**src/rtl/regfile_pkg.sv**
```systemverilog
// Shared types and constants for the value-register write-back path.
// Used by wb_fifo2 and regfile_wb.
package regfile_pkg;

    localparam int DATA_W = 32;

    localparam logic [4:0] REG_V0 = 5'b10000;
    localparam logic [4:0] REG_V1 = 5'b10001;
    localparam logic [4:0] REG_V2 = 5'b10010;
    localparam logic [4:0] REG_V3 = 5'b10011;

    typedef enum logic [1:0] {
        EMPTY = 2'd0,
        ONE   = 2'd1,
        FULL  = 2'd2
    } occ_t;

    typedef struct packed {
        logic [4:0]        rd;
        logic [DATA_W-1:0] data;
    } wr_req_t;

endpackage

```
**src/rtl/wb_fifo2.sv**
```systemverilog
// Two-entry in-order FIFO for pending register writes.
// The occupancy FSM doubles as the count; slot0 is always the head.
module wb_fifo2
    import regfile_pkg::*;
(
    input  logic       clk,
    input  logic       rst,
    input  logic       push,
    input  wr_req_t    push_req,
    input  logic       pop,
    output wr_req_t    head,
    output logic [1:0] count
);

    occ_t    state;
    occ_t    state_nx;
    wr_req_t slot0;
    wr_req_t slot1;

    always_ff @(posedge clk) begin
        if (rst) begin
            state <= EMPTY;
        end else begin
            state <= state_nx;
        end
    end

    always_comb begin
        state_nx = state;
        count    = 2'd0;
        case (state)
            EMPTY: begin
                count = 2'd0;
                if (push) state_nx = ONE;
            end
            ONE: begin
                count = 2'd1;
                if (push && !pop) state_nx = FULL;
                else if (!push && pop) state_nx = EMPTY;
            end
            FULL: begin
                count = 2'd2;
                if (pop) state_nx = ONE;
            end
            default: begin
                state_nx = EMPTY;
                count    = 2'd0;
            end
        endcase
    end

    // Push-with-pop in ONE replaces the head directly, so slot1 is never needed there.
    always_ff @(posedge clk) begin
        case (state)
            EMPTY: if (push) slot0 <= push_req;
            ONE: begin
                if (push && pop) slot0 <= push_req;
                else if (push) slot1 <= push_req;
            end
            FULL: if (pop) slot0 <= slot1;
            default: ;
        endcase
    end

    assign head = slot0;

endmodule

```
**src/rtl/regfile_wb.sv**
```systemverilog
// Write-back side of the v0-v3 register bank: buffers writes, commits in order.
// Optional feature macro: REGFILE_WB_ERRCNT_EN adds a saturating err_count output.
module regfile_wb
    import regfile_pkg::*;
#(
    parameter int         DEPTH = 2,
    parameter logic [4:0] BASE  = REG_V0
) (
    input  logic              clk,
    input  logic              rst,
    input  logic              wr_valid,
    output logic              wr_ready,
    input  logic [4:0]        wr_rd,
    input  logic [DATA_W-1:0] wr_data,
    input  logic              commit_en,
    output logic [DATA_W-1:0] v0,
    output logic [DATA_W-1:0] v1,
    output logic [DATA_W-1:0] v2,
    output logic [DATA_W-1:0] v3,
    output logic              busy,
    output logic              wr_err
`ifdef REGFILE_WB_ERRCNT_EN
    ,
    output logic [7:0]        err_count
`endif
);

    logic [1:0]        count;
    logic              push;
    logic              pop;
    wr_req_t           push_req;
    wr_req_t           head;
    logic [5:0]        offset;
    logic              legal;
    logic [DATA_W-1:0] vreg [4];

    assign wr_ready = (count != 2'(DEPTH));
    assign busy     = (count != 2'd0);
    assign push     = wr_valid && wr_ready;
    assign pop      = commit_en && busy;
    assign push_req = '{rd: wr_rd, data: wr_data};

    wb_fifo2 u_fifo (
        .clk      (clk),
        .rst      (rst),
        .push     (push),
        .push_req (push_req),
        .pop      (pop),
        .head     (head),
        .count    (count)
    );

    // Addresses below BASE wrap to large offsets, so one compare covers both bounds.
    assign offset = {1'b0, head.rd} - {1'b0, BASE};
    assign legal  = (offset < 6'd4);

    always_ff @(posedge clk) begin
        if (rst) begin
            vreg   <= '{default: '0};
            wr_err <= 1'b0;
        end else begin
            wr_err <= pop && !legal;
            if (pop && legal) vreg[offset[1:0]] <= head.data;
        end
    end

    assign v0 = vreg[0];
    assign v1 = vreg[1];
    assign v2 = vreg[2];
    assign v3 = vreg[3];

`ifdef REGFILE_WB_ERRCNT_EN
    always_ff @(posedge clk) begin
        if (rst) begin
            err_count <= '0;
        end else if (pop && !legal && err_count != '1) begin
            err_count <= err_count + 8'd1;
        end
    end
`endif

endmodule
```
**config.mk**
```make
export PLATFORM = sky130hd
export DESIGN_NAME = regfile_wb
export DESIGN_NICKNAME = d
export VERILOG_FILES = /design/src/rtl/regfile_pkg.sv /design/src/rtl/wb_fifo2.sv /design/src/rtl/regfile_wb.sv
export SDC_FILE = /design/constraint.sdc
export NUM_CORES = 1
export LEC_CHECK = 0
export ABC_AREA = 1
export CELL_PAD_IN_SITES_DETAIL_PLACEMENT = 0
export CELL_PAD_IN_SITES_GLOBAL_PLACEMENT = 1
export CORE_MARGIN = 4
export CORE_UTILIZATION = 30
export CTS_CLUSTER_SIZE = 30
export DETAILED_ROUTE_END_ITERATION = 16
export PLACE_DENSITY_LB_ADDON = 0.2
export SYNTH_ARGS = -nofsm -noshare
export SYNTH_HDL_FRONTEND = slang
export SYNTH_SLANG_ARGS = --single-unit
```
**constraint.sdc**
```tcl
create_clock -name clk -period 3.09 [get_ports clk]
set_input_delay 0.927 -clock clk [delete_from_list [all_inputs] [get_ports clk]]
set_output_delay 0.927 -clock clk [all_outputs]
set_load 0.05 [all_outputs]
```
==> impl_summary.log, run 1 <==
INFO  metric globalRoute.totalOverflow = 0
INFO  metric totalPowerFinal = 7.17 mW
INFO  metric cts_inserted_buffers = 23
INFO  metric antenna_cells_inserted = 0
INFO  metric grt_max_degree = 130
INFO  metric design.core.area = 0.0243 mm^2
INFO  metric flow.area_growth_from_synthesis = 36.0%
INFO  metric fillers = 2405
INFO  metric grt_antenna_before_repair = 0
INFO  metric rsz_0062_raised_after_global_routing = no
INFO  metric post_route_cells_drive_above_1_share = 5.86%
INFO  metric cts_max_path_buffers = 3
INFO  metric timing.setup.tns = 0 ns
INFO  metric tritoncts_num_sinks = 205
INFO  metric max-cap-violations = 0
INFO  metric synth.cell_area = 0.00740 mm^2
INFO  metric grt_pass1_vias = roughly 5400
INFO  metric grt_first_pass_wirelength = 32.1 mm
INFO  metric detail_route.iter0.violations = 309
INFO  metric placer_s_final_routability_congestion_estimate = 0.749
INFO  metric worst-endpoint-required = 2.16 ns
INFO  metric vias_per_cell = approximately 4.3
INFO  metric final_min_period_over_clock_period = 85.6%
INFO  metric via_count = 5606
INFO  metric fmax = 378 MHz
INFO  metric floorplan.die.width = 165 um
INFO  metric std_cell_rows = 57
INFO  metric die_area = 0.0273 mm^2
INFO  metric synthesis.yosys.warnings = 0
INFO  metric critical_path_peak_fanout = 4
INFO  metric clock_tree.root_cell = clkbuf_16
INFO  metric slew_at_the_pin_closest_to_its_max_slew_limit = 0.581 ns
INFO  metric type_of_the_setup_path_with_the_least_slack = register to output pin
INFO  metric max_slew_margin = 61.1%
INFO  metric finalWorstPathRequiredPeriod = approximately 2.6 ns
INFO  metric cts.hold.buffers_added = 0
INFO  metric clock_pin_transition_on_the_worst_setup_and_hold_timing_paths = 0.06 ns
INFO  metric run_status = finished clean
INFO  metric utilization = 41.4%
INFO  metric port-buffer-count = 171
INFO  metric timing_max_transition_violations_final = 0
INFO  metric setup_viol = 0
INFO  metric critical_path.endpoint_type = output pin
INFO  metric synth_cell_type_count = 22
INFO  metric static-leakage-power = around 3.8 nW
INFO  metric htree_num_levels = 1
INFO  metric startpoint_class = register
INFO  metric seq_area_frac_synth = 65.4%
INFO  metric num_io_pins = 172
INFO  metric timing.critical_path.arrival = 1.72 ns
INFO  metric synth_seq_cells = 205
INFO  metric fin_worst_hold_slack = 0.481 ns
INFO  metric num-nets-final = 1002
INFO  metric finalWirelength = 20.9 mm
INFO  metric die_height = 165 um
INFO  metric remaining_drc_errors = 0
INFO  metric syn_area_per_cell = 9.30 um^2
INFO  metric postRouteAntennaNets = 0
INFO  metric clk_latency = 0.49 ns
INFO  metric dpl.hpwl = 14.2 mm
INFO  metric vdd.ir_drop.worst = 0.498 mV
INFO  metric synthesis.instances = 796
INFO  metric synth_nets = about 840
INFO  metric timing.clock.skew = 0.00555 ns
INFO  metric hold_viol_final = 0
INFO  metric initial_core_util = 30.4%
INFO  metric wl_per_cell = approximately 16 um
INFO  metric power-per-cell-area = 713 mW/mm^2
INFO  metric cts_tree = yes
INFO  metric gr-usage-all-layers = 15.2%
INFO  metric worst_hold_path_type = register to register
INFO  metric drtPass1Iterations = 4
-- routing by layer --
metal | share of wire [%] | up-vias | routed length [um] | track usage [%]
met5 | 0 | - | 0 | 0
met4 | 1.4 | 0 | 287 | 3.02
met3 | 6.6 | 18 | 1390 | 3.15
met2 | 43 | 152 | 8990 | 22.8
met1 | 49 | 2531 | 10300 | 22.7
li1 | - | 2905 | - | -
-- placed cells by master, fill, tap and decap left out, drive strengths merged --
cell / Yosys / final
clkbuf: 24 / 30
nand2: 124 / 124
buf: 22 / 12
and3b: 1 / 1
inv: 13 / 12
clkinv: 3 / 13
a21oi: 3 / 3
ha: 4 / 4
edfxtp: 74 / 74
nand3: 5 / 5
clkdlybuf4s50: 0 / 169
o21ai: 130 / 130
nor2: 262 / 262
dlymetal6s2s: 0 / 1
dfxtp: 131 / 131
bufinv: 0 / 1
-- critical path: stages, from the launching register on --
cell            delay (ns)
dfxtp_1               0.41
inv_1                 0.09
ha_1                  0.30
dlymetal6s2s_1        0.42
-- metrics by stage --
stage / std cells / setup WS (ns) / instance area (um^2)
6_report: 1296 / 0.445 / 10100
5_1_grt: 1296 / 0.368 / 10100
4_1_cts: 1296 / 0.0278 / 10100
3_5_place_dp: 1256 / 0.316 / 9360
3_3_place_gp: 1256 / 0.354 / 9360
2_1_floorplan: 796 / 0.445 / 7400
-- state kept, by name (all words and copies together) (netlist names) --
| register | cells |
|---|---|
| u_fifo.head | 37 |
| u_fifo.slot1 | 37 |
| v0 | 32 |
| v1 | 32 |
| v2 | 32 |
| v3 | 32 |
| u_fifo.state | 2 |
| wr_err | 1 |
-- final timing paths --
check | cells past startpoint | from | endpoint | slack (ns)
max | 3 | u_fifo.state[1]$_SDFFE_PP0P_ | busy | 0.45
min | 2 | v1[9]$_SDFFE_PP0P_ | v1[9]$_SDFFE_PP0P_ | 0.48
max reg2reg | 10 | u_fifo.state[0]$_SDFFE_PP0P_ | v0[20]$_SDFFE_PP0P_ | 0.90
min reg2reg | 2 | v1[9]$_SDFFE_PP0P_ | v1[9]$_SDFFE_PP0P_ | 0.48
-- area by class of cell --
type / count / area, um^2 / area share [%]
sequential: 205 / 4840 / 48.1
multi-input combinational: 529 / 2230 / 22.2
timing repair buffer: 182 / 1820 / 18.1
clock buffer: 30 / 632 / 6.28
tap: 324 / 405 / 4.03
clock inverter: 10 / 67.6 / 0.671
inverter: 16 / 65.1 / 0.646
-- power breakdown --
part           internal [mW]  total, mW  switching, mW  leakage, nW
registers               3.26       3.62          0.364         1.76
logic                  0.319       1.02          0.697         1.70
clock network           1.51       2.54           1.03        0.345
total                   5.08       7.17           2.09         3.80
-- kinds of logic after synthesis --
kind of cell             count (synthesis)  synth area share [%]
flip-flops                             205                  65.4
AND/OR/NAND/NOR                        392                  20.5
AO/OA/AOI/OAI                          133                  8.99
adder cells (fa/ha/maj)                  4                 0.676
buffers and inverters                   62                  4.41
-- synthesized netlist by cell type --
cell,n,area share (%)
nand2_2,4,0.34
buf_6,9,1.4
buf_2,9,0.61
inv_1,9,0.46
and3b_1,1,0.12
o21ai_0,122,8.2
clkbuf_1,15,0.76
inv_2,4,0.20
a21oi_1,3,0.20
clkinv_2,3,0.20
o21ai_1,8,0.54
buf_1,4,0.20
nand3_4,1,0.24
ha_1,4,0.68
nor2_4,1,0.15
nor2_2,1,0.085
clkbuf_2,9,0.61
nor2_1,260,13
nand3_1,4,0.27
dfxtp_1,131,35
edfxtp_1,74,30
nand2_1,120,6.1
-- repair_timing --
item	in CTS	in global routing
setup endpoints to repair	0	1
gates resized for setup	0	1
setup buffers	0	0
(Power assumes the default switching activity.)
==> inputs of run 2 (changes only) <==
- GPL_TIMING_DRIVEN: default -> 0
==> run 2 against run 1 <==
Routed wire length grew 1.7%. Flip-flop and latch count stayed put. Clock power increased by 4%. Critical path depth grew 1. Utilization up 0.74 points. Largest power group unchanged. Global-route usage is essentially flat. Sequential power is 1% higher.
==> impl_summary.log, run 2 (synthesized netlist as in run 1, its figures left out) <==
INFO  metric timing.critical_path.arrival = 1.99 ns (+0.27 ns)
INFO  metric wl_per_cell = 16.0 um (-0.93%)
INFO  metric worst_slack = 0.177 ns (-0.268 ns)
INFO  metric detail_route.iter0.violations = 268 (-13%)
INFO  metric remaining_drc_errors = 0 (unchanged)
INFO  metric setup_viol = 0 (unchanged)
INFO  metric hold_viol_final = 0 (unchanged)
INFO  metric cp_cell_instances = inv_1 > ha_1 > inv_1 > clkdlybuf4s15_2
INFO  metric fmax = 343 MHz (-9.2%)
INFO  metric dpl.hpwl = 15.7 mm (+10%)
INFO  metric critical_path.endpoint_type = output pin
INFO  metric finalWirelength = 21.3 mm (+1.7%)
INFO  metric place_ws = 0.0147 ns (-0.302 ns)
INFO  metric worst_hold_path_type = register to register
INFO  metric initial_core_util = 30.4% (unchanged)
INFO  metric grt_max_degree = 38 (-71%)
INFO  metric timing.clock.skew = 0.0100 ns (+0.00445 ns)
INFO  metric cts_tree = yes
INFO  metric gr-usage-all-layers = 15.2% (+0.048 points)
INFO  metric globalRoute.totalOverflow = 0 (unchanged)
INFO  metric placer_s_final_routability_congestion_estimate = 0.739 (-1.3%)
INFO  metric worst-endpoint-required = 2.16 ns (about the same)
INFO  metric vdd.ir_drop.worst = 0.388 mV (-22%)
INFO  metric cpPeakStageDelay = 0.44 ns (+0.02 ns)
INFO  metric type_of_the_setup_path_with_the_least_slack = register to output pin
INFO  metric final_min_period_over_clock_period = 94.3% (+8.7 points)
INFO  metric tritoncts_num_sinks = 205 (unchanged)
INFO  metric clk_latency = 0.50 ns (about the same)
INFO  metric flow.area_growth_from_synthesis = 38.4%
INFO  metric power-per-cell-area = 709 mW/mm^2 (-0.47%)
INFO  metric post_route_cells_drive_above_1_share = 7.94% (+2.1 points)
INFO  metric totalPowerFinal = 7.27 mW (+1.3%)
INFO  metric timing.setup.tns = 0 ns (unchanged)
INFO  metric cts_max_path_buffers = 3 (unchanged)
INFO  metric crit_top_cell = inv_1
INFO  metric critical_path_peak_fanout = 14 (+10)
INFO  metric clock_pin_transition_on_the_worst_setup_and_hold_timing_paths = 0.06 ns (about the same)
INFO  metric via_count = 5689 (+1.5%)
INFO  metric max_slew_margin = 40.2% (-21 points)
INFO  metric port-buffer-count = 171 (unchanged)
INFO  metric std_cell_rows = 57 (unchanged)
INFO  metric clock_tree.root_cell = clkbuf_16
INFO  metric drtPass1Iterations = 4 (unchanged)
INFO  metric cts_inserted_buffers = 23 (unchanged)
INFO  metric floorplan.die.width = 165 um (unchanged)
INFO  metric postRouteAntennaNets = 0 (unchanged)
INFO  metric die_area = 0.0273 mm^2 (unchanged)
INFO  metric layout.cells.most_common_list = nor2_1 (260), clkdlybuf4s50_1 (169), dfxtp_1 (131)
INFO  metric htree_num_levels = 1 (unchanged)
INFO  metric static-leakage-power = 3.90 nW (+2.8%)
INFO  metric final_common_cell = nor2_1
INFO  metric rsz_0062_raised_after_global_routing = no
INFO  metric placedCellCount = 1291 (+2.8%)
INFO  metric max-cap-violations = 0 (unchanged)
INFO  metric layoutNonFillerInstCount = 1331 (+2.7%)
INFO  metric die_height = 165 um (unchanged)
INFO  metric antenna_cells_inserted = 0 (unchanged)
INFO  metric grt_first_pass_wirelength = 31.9 mm (-0.45%)
INFO  metric vias_per_cell = 4.27 (-1.2%)
INFO  metric grt_antenna_before_repair = 0 (unchanged)
INFO  metric timing_max_transition_violations_final = 0 (unchanged)
INFO  metric num-nets-final = 1036 (+3.4%)
INFO  metric run_status = finished clean
INFO  metric critical-path-slowest-cell = clkdlybuf4s15_2
INFO  metric grt_pass1_vias = 5419 (+1.3%)
INFO  metric design.core.area = 0.0243 mm^2 (unchanged)
INFO  metric num_io_pins = 172 (unchanged)
INFO  metric finalWorstPathRequiredPeriod = 2.91 ns (+0.268 ns)
INFO  metric startpoint_class = register
INFO  metric slew_at_the_pin_closest_to_its_max_slew_limit = 0.897 ns (+0.316 ns)
run 2: cell count changes in the layout (fill, tap and decap cells not counted), sizes merged:
| cell | delta |
|---|---|
| buf | +10 |
| clkbuf | +28 |
| clkdlybuf4s15 | +1 |
| clkinv | -5 |
| inv | +1 |
run 2: final timing paths:
kind              depth (start not counted)                   endpoint                          from  slack, ns
setup / recovery                          4                   wr_ready  u_fifo.state[0]$_SDFFE_PP0P_       0.18
hold / removal                            2         v2[8]$_SDFFE_PP0P_            v2[8]$_SDFFE_PP0P_       0.48
setup reg to reg                          6  u_fifo.head[20]$_DFFE_PP_  u_fifo.state[0]$_SDFFE_PP0P_       0.53
hold reg to reg                           2         v2[8]$_SDFFE_PP0P_            v2[8]$_SDFFE_PP0P_       0.48
run 2: worst max-delay path: cells and delay by family (launching register included):
| family | cells | cell delay (ns) |
|---|---|---|
| adders and majority gates | 1 | 0.22 |
| buffers and inverters | 3 | 0.87 |
| DFF | 1 | 0.39 |
run 2: routing by layer:
layer | GRT usage [%] | vias to the layer above | share of wire [%]
met3 | 2.61 | 35 | 5.6
met2 | 23.5 | 137 | 43
met5 | 0 | - | 0
met1 | 21.9 | 2543 | 48
met4 | 4.54 | 0 | 2.6
li1 | - | 2974 | -
run 2: repair_timing:
action	in CTS	in global routing
setup buffers	0	0
hold buffers	0	0
setup endpoints to repair	1	1
gates resized for setup	3	1
hold endpoints to repair	0	0
run 2: area by class of cell:
type / count / area, um^2
sequential: 205 / 4840
fill: 2455 / 14100
tap: 324 / 405
clock inverter: 6 / 55.1
timing repair buffer: 171 / 1720
inverter: 16 / 63.8
buffer: 45 / 259
clock buffer: 35 / 669
multi-input combinational: 529 / 2230
run 2: per-stage QoR:
stage	area (um^2)	util [%]	hold slack, ns
6_report	10200	42.1	0.479
3_5_place_dp	9520	39.1	0.471
5_1_grt	10200	42.1	0.501
3_3_place_gp	9520	39.1	0.463
2_1_floorplan	7400	-	0.466
4_1_cts	10200	42.1	0.484
run 2: report_power, final:
group / switching, mW / total [mW] / internal, mW
registers: 0.395 / 3.66 / 3.27
logic: 0.694 / 0.981 / 0.287
clock network: 1.05 / 2.63 / 1.57
total: 2.14 / 7.27 / 5.13
